==> config.mk <==
export PLATFORM = sky130hd
export DESIGN_NAME = mips_cpu_muldiv
export DESIGN_NICKNAME = d
export VERILOG_FILES = /design/src/rtl/mips_cpu_muldiv.sv
export SDC_FILE = /design/constraint.sdc
export NUM_CORES = 1
export LEC_CHECK = 0
export ABC_AREA = 1
export ABC_CLOCK_PERIOD_IN_PS = 2930
export BUFFER_PORTS_ARGS = -buffer_cell sky130_fd_sc_hd__buf_2
export CORE_MARGIN = 4
export CORE_UTILIZATION = 40
export DETAILED_ROUTE_END_ITERATION = 10
export PLACE_DENSITY = 0.62
export SETUP_SLACK_MARGIN = 0.05
export SLEW_MARGIN = 20
export SYNTH_ARGS = -nofsm -noshare
export SYNTH_HDL_FRONTEND = slang
export SYNTH_SLANG_ARGS = --single-unit
==> constraint.sdc <==
create_clock -name clk -period 2.93 [get_ports clk]
set_input_delay 0.586 -clock clk [delete_from_list [all_inputs] [get_ports clk]]
set_output_delay 0.586 -clock clk [all_outputs]
set_load 0.01 [all_outputs]
==> src/rtl/mips_cpu_muldiv.sv <==
`default_nettype none
// ============================================================================
// Module      : mips_cpu_muldiv
// Description : Iterative HI/LO multiply/divide unit for the MIPS datapath.
//               Executes MULT/MULTU/DIV/DIVU over several cycles and
//               MTHI/MTLO in one; holds architectural HI/LO.
//               Ports:
//                 clk, reset (async, active-low)
//                 opcode/a/b/valid_in : request, accepted when ready_out
//                 abort               : flush in-flight operation
//                 ready_out/busy      : idle / stall indication
//                 valid_out/div_zero  : one-cycle completion pulses
//                 hi_reg/lo_reg       : architectural HI and LO
// Revision    : 1.0 - initial release
// ============================================================================
module mips_cpu_muldiv #(
    parameter int WIDTH    = 32,
    parameter int FAST_MUL = 0
) (
    input  logic             clk,
    input  logic             reset,
    input  logic [5:0]       opcode,
    input  logic [WIDTH-1:0] a,
    input  logic [WIDTH-1:0] b,
    input  logic             valid_in,
    input  logic             abort,
    output logic             ready_out,
    output logic             busy,
    output logic             valid_out,
    output logic             div_zero,
    output logic [WIDTH-1:0] hi_reg,
    output logic [WIDTH-1:0] lo_reg
);

    localparam logic [5:0] c_op_mthi  = 6'b010001;
    localparam logic [5:0] c_op_mtlo  = 6'b010011;
    localparam logic [5:0] c_op_mult  = 6'b011000;
    localparam logic [5:0] c_op_multu = 6'b011001;
    localparam logic [5:0] c_op_div   = 6'b011010;
    localparam logic [5:0] c_op_divu  = 6'b011011;

    localparam int                 c_cnt_w    = $clog2(WIDTH + 1);
    localparam logic [c_cnt_w-1:0] c_cnt_init = c_cnt_w'(WIDTH);
    localparam logic [c_cnt_w-1:0] c_cnt_one  = c_cnt_w'(1);

    typedef enum logic [1:0] {
        S_IDLE = 2'd0,
        S_MUL  = 2'd1,
        S_DIV  = 2'd2,
        S_FIX  = 2'd3
    } state_t;

    state_t                 state_q,   state_d;
    logic [WIDTH-1:0]       hi_q,      hi_d;
    logic [WIDTH-1:0]       lo_q,      lo_d;
    logic                   valid_q,   valid_d;
    logic                   dz_q,      dz_d;
    logic                   dz_pend_q, dz_pend_d;
    logic                   is_div_q,  is_div_d;
    logic                   q_neg_q,   q_neg_d;
    logic                   r_neg_q,   r_neg_d;
    logic [2*WIDTH-1:0]     acc_q,     acc_d;     // MUL: product; DIV: {rem, dividend/quotient}
    logic [2*WIDTH-1:0]     mcand_q,   mcand_d;   // MUL: shifted multiplicand; DIV: divisor in low half
    logic [WIDTH-1:0]       mplier_q,  mplier_d;
    logic [c_cnt_w-1:0]     count_q,   count_d;

    // Operand magnitudes for the signed variants
    logic                   w_is_signed;
    logic                   w_a_neg;
    logic                   w_b_neg;
    logic [WIDTH-1:0]       w_mag_a;
    logic [WIDTH-1:0]       w_mag_b;
    logic [2*WIDTH-1:0]     w_fast_prod;

    assign w_is_signed = (opcode == c_op_mult) || (opcode == c_op_div);
    assign w_a_neg     = w_is_signed & a[WIDTH-1];
    assign w_b_neg     = w_is_signed & b[WIDTH-1];
    assign w_mag_a     = w_a_neg ? -a : a;
    assign w_mag_b     = w_b_neg ? -b : b;

    generate
        if (FAST_MUL != 0) begin : g_fast_mul
            assign w_fast_prod = {{WIDTH{1'b0}}, w_mag_a} * {{WIDTH{1'b0}}, w_mag_b};
        end else begin : g_iter_mul
            assign w_fast_prod = '0;
        end
    endgenerate

    // One shift-add multiply step
    logic [2*WIDTH-1:0]     w_mul_next;
    assign w_mul_next = mplier_q[0] ? (acc_q + mcand_q) : acc_q;

    // One restoring divide step. The partial remainder shifted left with the
    // next dividend bit needs WIDTH+1 bits; the difference always fits WIDTH.
    logic [WIDTH:0]         w_rem_top;
    logic                   w_rem_ge;
    logic [WIDTH-1:0]       w_rem_sub;
    logic [2*WIDTH-1:0]     w_div_next;
    assign w_rem_top  = acc_q[2*WIDTH-1:WIDTH-1];
    assign w_rem_ge   = w_rem_top >= {1'b0, mcand_q[WIDTH-1:0]};
    assign w_rem_sub  = w_rem_top[WIDTH-1:0] - mcand_q[WIDTH-1:0];
    assign w_div_next = w_rem_ge ? {w_rem_sub, acc_q[WIDTH-2:0], 1'b1}
                                 : {w_rem_top[WIDTH-1:0], acc_q[WIDTH-2:0], 1'b0};

    // Sign correction applied in the final cycle
    logic [2*WIDTH-1:0]     w_prod_fix;
    logic [WIDTH-1:0]       w_quot_fix;
    logic [WIDTH-1:0]       w_rem_fix;
    assign w_prod_fix = q_neg_q ? -acc_q : acc_q;
    assign w_quot_fix = q_neg_q ? -acc_q[WIDTH-1:0] : acc_q[WIDTH-1:0];
    assign w_rem_fix  = r_neg_q ? -acc_q[2*WIDTH-1:WIDTH] : acc_q[2*WIDTH-1:WIDTH];

    always_comb begin
        state_d   = state_q;
        hi_d      = hi_q;
        lo_d      = lo_q;
        valid_d   = 1'b0;
        dz_d      = 1'b0;
        dz_pend_d = dz_pend_q;
        is_div_d  = is_div_q;
        q_neg_d   = q_neg_q;
        r_neg_d   = r_neg_q;
        acc_d     = acc_q;
        mcand_d   = mcand_q;
        mplier_d  = mplier_q;
        count_d   = count_q;

        case (state_q)
            S_IDLE: begin
                if (valid_in && !abort) begin
                    case (opcode)
                        c_op_mthi: begin
                            hi_d    = a;
                            valid_d = 1'b1;
                        end
                        c_op_mtlo: begin
                            lo_d    = a;
                            valid_d = 1'b1;
                        end
                        c_op_mult, c_op_multu: begin
                            q_neg_d   = w_a_neg ^ w_b_neg;
                            r_neg_d   = w_a_neg;
                            is_div_d  = 1'b0;
                            dz_pend_d = 1'b0;
                            mcand_d   = {{WIDTH{1'b0}}, w_mag_a};
                            mplier_d  = w_mag_b;
                            count_d   = c_cnt_init;
                            if (FAST_MUL != 0) begin
                                acc_d   = w_fast_prod;
                                state_d = S_FIX;
                            end else begin
                                acc_d   = '0;
                                state_d = S_MUL;
                            end
                        end
                        c_op_div, c_op_divu: begin
                            if (b == '0) begin
                                // Reuse the product write-back path: {hi,lo} = {a, all ones}
                                acc_d     = {a, {WIDTH{1'b1}}};
                                q_neg_d   = 1'b0;
                                r_neg_d   = 1'b0;
                                is_div_d  = 1'b0;
                                dz_pend_d = 1'b1;
                                state_d   = S_FIX;
                            end else begin
                                acc_d     = {{WIDTH{1'b0}}, w_mag_a};
                                mcand_d   = {{WIDTH{1'b0}}, w_mag_b};
                                q_neg_d   = w_a_neg ^ w_b_neg;
                                r_neg_d   = w_a_neg;
                                is_div_d  = 1'b1;
                                dz_pend_d = 1'b0;
                                count_d   = c_cnt_init;
                                state_d   = S_DIV;
                            end
                        end
                        default: ;
                    endcase
                end
            end
            S_MUL: begin
                acc_d    = w_mul_next;
                mcand_d  = mcand_q << 1;
                mplier_d = mplier_q >> 1;
                count_d  = count_q - c_cnt_one;
                if (count_q == c_cnt_one) begin
                    state_d = S_FIX;
                end
            end
            S_DIV: begin
                acc_d   = w_div_next;
                count_d = count_q - c_cnt_one;
                if (count_q == c_cnt_one) begin
                    state_d = S_FIX;
                end
            end
            S_FIX: begin
                if (is_div_q) begin
                    hi_d = w_rem_fix;
                    lo_d = w_quot_fix;
                end else begin
                    {hi_d, lo_d} = w_prod_fix;
                end
                valid_d = 1'b1;
                dz_d    = dz_pend_q;
                state_d = S_IDLE;
            end
            default: state_d = S_IDLE;
        endcase

        // A flush wins over completion: drop the operation without touching HI/LO
        if (abort && (state_q != S_IDLE)) begin
            state_d = S_IDLE;
            hi_d    = hi_q;
            lo_d    = lo_q;
            valid_d = 1'b0;
            dz_d    = 1'b0;
        end
    end

    always_ff @(posedge clk or negedge reset) begin
        if (!reset) begin
            state_q   <= S_IDLE;
            hi_q      <= '0;
            lo_q      <= '0;
            valid_q   <= 1'b0;
            dz_q      <= 1'b0;
            dz_pend_q <= 1'b0;
            is_div_q  <= 1'b0;
            q_neg_q   <= 1'b0;
            r_neg_q   <= 1'b0;
            acc_q     <= '0;
            mcand_q   <= '0;
            mplier_q  <= '0;
            count_q   <= '0;
        end else begin
            state_q   <= state_d;
            hi_q      <= hi_d;
            lo_q      <= lo_d;
            valid_q   <= valid_d;
            dz_q      <= dz_d;
            dz_pend_q <= dz_pend_d;
            is_div_q  <= is_div_d;
            q_neg_q   <= q_neg_d;
            r_neg_q   <= r_neg_d;
            acc_q     <= acc_d;
            mcand_q   <= mcand_d;
            mplier_q  <= mplier_d;
            count_q   <= count_d;
        end
    end

    assign ready_out = (state_q == S_IDLE);
    assign busy      = ~ready_out;
    assign valid_out = valid_q;
    assign div_zero  = dz_q;
    assign hi_reg    = hi_q;
    assign lo_reg    = lo_q;

endmodule
`default_nettype wire

==> metrics.csv <==
stage;metric;value;unit
timing;fin crit share;97.63;%
timing;RSZ-0062 raised after global routing;true;
die;Die Wd;259.1;um
critical_path;Worst Path Buf+Inv;1;
synthesis;post-synth cell types;54;
synthesis;syn avg cell area;5.699;sq um
grt;first-pass GRT wire length;193400;um
pwr;PD cells;1353;nW/um^2
min_path;min-delay worst type;in2reg;
synthesis;synth warn;0;
clock_tree;CTS tree;built;
clock_tree;CTS Buffer Depth;3;
clock_tree;Clock Latency Late Sink;0.57;ns
timing;Setup Total Neg Slack;0;ns
pwr;Leak Pwr;16.60;nW
critical_path;CP Class;reg2reg;
timing;clk_skew;0.03027;ns
timing;fin crit period;2.861;ns
min_path;hold depth;4;
grt;largest net degree at the start of global routing;75;
timing;Hold Fails Final Rpt;0;
synthesis;Synth Net Count;4608;
route;Routed Antenna Nets;0;
die;Ports;142;
synthesis;number of synthesized flops with an enable pin;0;
synthesis;main combinational cell family by area after synthesis;simple AND/OR/NAND/NOR gates;
critical_path;CP max stage delay;0.59;ns
min_path;hold_sp;b[2];
route;drt drc;0;
grt;gr ovfl total;0;
clock_tree;clock transition at the registers of the reported paths;0.06;ns
placement;post-placement cell count;5621;
critical_path;Reg2Reg Depth;15;
route;via count;31380;
route;drt wl/cell;23.82;um
synthesis;post-synthesis mux area share;0;%
synthesis;Synth Area in Compound Gates;14.17;%
timing;final setup vio count;0;
layout;Area Growth Syn to Fin;21.87;%
route;WL final;135400;um
critical_path;worst reg2reg startpoint;acc_q[51]$_DFFE_PN0P_;
layout;non-filler cells, final;5684;
synthesis;synth top area cells;dfrtp_1 24%, nand2_1 22%, inv_1 11%;
critical_path;CP delay by family, top;simple AND/OR/NAND/NOR gates;
layout;Filler Cell Count;6705;
die;Die Ht;259.1;um
clock_tree;CTS Buf Count;34;
status;status;completed;
synthesis;Syn Inst Count;4427;
critical_path;Crit path top cell by count;nand2_1;
die;die area;67150;sq um
layout;final core occ;49.55;%
clock_tree;Clock Tree Root;clkbuf_16;
timing;worst slew pin tran;0.6889;ns
synthesis;register area share after synthesis;23.61;%
critical_path;r2r endpoint;acc_q[44]$_DFFE_PN0P_;
layout;nets;5005;
timing;Max Freq;0.3496;GHz
grt;total track usage;39.01;%
critical_path;crit path cell chain;ha_2 -> a21oi_1 -> nand2_1 -> nand2_1 -> nand2_1 -> nand2_1 -> nand3_1 -> nor2_4 -> nand2_4 -> buf_4 -> nand2_1 -> nand3_1 -> nand2_1 -> nand2_1 -> a21boi_1;
synthesis;Synth Cell Area;25230;sq um
grt;initial antenna violation count;6;
synthesis;share of synthesized registers carrying an async set or reset;100.0;%
layout;Largest regs;acc_q (64), mcand_q (64);
timing;Pins Over Slew Limit;0;
critical_path;crit path max-delay cell type;dfrtp_1;
critical_path;type of element capturing the critical path;register;
timing;Hold Slack;0.3687;ns
placement;post-DP HPWL;112600;um
placement;placer congestion estimate;1.080;
clock_tree;Sink Count;238;
route;Initial DRC Count;4094;
synthesis;top_reg_cell synth;dfrtp_1;
run;Max Cap Viol;0;
route;Pre-Repair DR Iteration Count;6;
critical_path;flop-to-flop setup slack;0.07;ns
synthesis;Synth Area in XOR/XNOR;2.257;%
route;Via-to-Cell Ratio;5.520;
pwr;total chip power;41.60;mW
pwr;worst vdd ir;689.5;uV
critical_path;Worst EP required;3.43;ns
synthesis;Yosys top cell area share;23.61;%
die;Starting Density;40.66;%
layout;ant diodes;0;
critical_path;CP arrival;3.36;ns
synthesis;Seq cells post-synth;238;
synthesis;Simple-Gate Fraction of Synth Area;41.49;%
clock_tree;H-tree Lvls;2;
layout;layout cells sized above 1;14.52;%
critical_path;crit path launch type;register;
synthesis;adder-cell area share of the yosys netlist;5.366;%
min_path;WHS Endpoint;mplier_q[2]$_DFFE_PN0P_;
critical_path;Worst Path Max Fanout;9;
die;Std-Cell Rows;91;
timing;Slew headroom;53.91;%
die;Core ar.;62050;sq um
placement;IO Port Bufs;141;
synthesis;Synth area leader;dfrtp_1;
grt;number of global-route vias before repair;28700;
## worst max path at each step
stage                                  startpoint  cells past startpoint                    end
after global placement                       b[0]                     16  acc_q[35]$_DFFE_PN0P_
after CTS                 mcand_q[12]$_DFFE_PN0P_                     19  acc_q[63]$_DFFE_PN0P_
after detailed placement                     b[0]                     16  acc_q[36]$_DFFE_PN0P_
after floorplan            mcand_q[0]$_DFFE_PN0P_                     14  acc_q[16]$_DFFE_PN0P_
final                       acc_q[51]$_DFFE_PN0P_                     15  acc_q[44]$_DFFE_PN0P_
after global routing        acc_q[10]$_DFFE_PN0P_                     16  acc_q[60]$_DFFE_PN0P_
## metrics by stage
stage | cell area (sq um) | worst slack [ns]
after floorplan | 25230 | 0.6244
after global placement | 29290 | 0.04655
after detailed placement | 29290 | -0.04328
after CTS | 30430 | 0.04743
after global routing | 30740 | 0.04523
final | 30740 | 0.06940
## worst reg2reg max path, stage by stage, from the launching register on
cell and delay [ns]:
dfrtp_1 0.59, ha_2 0.40, a21oi_1 0.27, nand2_1 0.15, nand2_1 0.08, nand2_1 0.08, nand2_1 0.09, nand3_1 0.11
nor2_4 0.19, nand2_4 0.13, buf_4 0.20, nand2_1 0.07, nand3_1 0.15, nand2_1 0.12, nand2_1 0.05, a21boi_1 0.12
## power by group
group | switching, mW | total (mW) | leakage, nW | internal [mW]
Clock | 1.78 | 4.31 | 0.558 | 2.53
Combinational | 20.0 | 30.4 | 13.2 | 10.4
Sequential | 2.10 | 6.91 | 2.89 | 4.80
Total | 23.9 | 41.6 | 16.6 | 17.7
## cells in the final DEF (no fill, tap or decap), types with 8 or more instances in the layout
cell / Yosys / final
a21boi_0: 8 / 8
a21boi_1: 17 / 17
a21oi_1: 205 / 203
a22oi_1: 17 / 17
a31oi_1: 39 / 39
and2_1: 9 / 9
buf_12: 0 / 20
buf_2: 30 / 140
buf_4: 6 / 328
clkbuf_16: 0 / 35
clkinv_2: 0 / 9
dfrtp_1: 238 / 216
dfrtp_2: 0 / 22
ha_1: 105 / 82
ha_2: 0 / 17
inv_1: 710 / 706
inv_2: 15 / 16
nand2_1: 1492 / 1484
nand2_2: 5 / 12
nand3_1: 402 / 385
nand3_2: 2 / 19
nand3b_1: 20 / 20
nand4_1: 48 / 48
nor2_1: 469 / 457
nor2_2: 5 / 17
nor3_1: 38 / 34
o211ai_1: 31 / 31
o21ai_0: 186 / 186
o21ai_1: 69 / 69
o22ai_1: 15 / 15
o31ai_1: 21 / 21
or2_2: 16 / 16
xnor2_1: 23 / 23
xor2_1: 42 / 42
## layer usage
metal,up-vias,share of wire [%],GRT usage [%]
li1,14850,-,-
met1,14550,41,53.99
met2,1697,42,58.05
met3,269,11,8.780
met4,6,5.6,17.70
met5,-,0.027,0
## cell usage after synthesis, types with 21 or more instances
| cell type | instances |
|---|---|
| nand2_1 | 1492 |
| inv_1 | 710 |
| nor2_1 | 469 |
| nand3_1 | 402 |
| dfrtp_1 | 238 |
| a21oi_1 | 205 |
| o21ai_0 | 186 |
| ha_1 | 105 |
| clkbuf_1 | 75 |
| o21ai_1 | 69 |
| nand4_1 | 48 |
| xor2_1 | 42 |
| a31oi_1 | 39 |
| nor3_1 | 38 |
| o211ai_1 | 31 |
| buf_2 | 30 |
| xnor2_1 | 23 |
| o31ai_1 | 21 |
## cell type report
class / instances / area [sq um] / area share [%]
clock inverter: 13 / 137.6 / 0.4477
timing repair buffer: 491 / 3600 / 11.71
multi-input combinational: 3334 / 16270 / 52.92
sequential: 238 / 5983 / 19.46
tap: 837 / 1047 / 3.406
clock buffer: 46 / 977.2 / 3.178
inverter: 725 / 2729 / 8.876
## repair_timing
item,4_1_cts,5_1_grt
pin swaps,0,1
gates resized for setup,3,93
hold buffers,1,0
cloned,0,0
hold endpoints to repair,6,0
setup buffers,0,3
endpoints found under the setup margin,3,37
## cell families after synthesis
logic type               after synthesis
AO/OA/AOI/OAI                        632
XOR/XNOR                              65
buffers and inverters                855
AND/OR/NAND/NOR                     2530
adder cells (fa/ha/maj)              107
flip-flops                           238
Note: power is estimated with default switching activity, not from simulation.
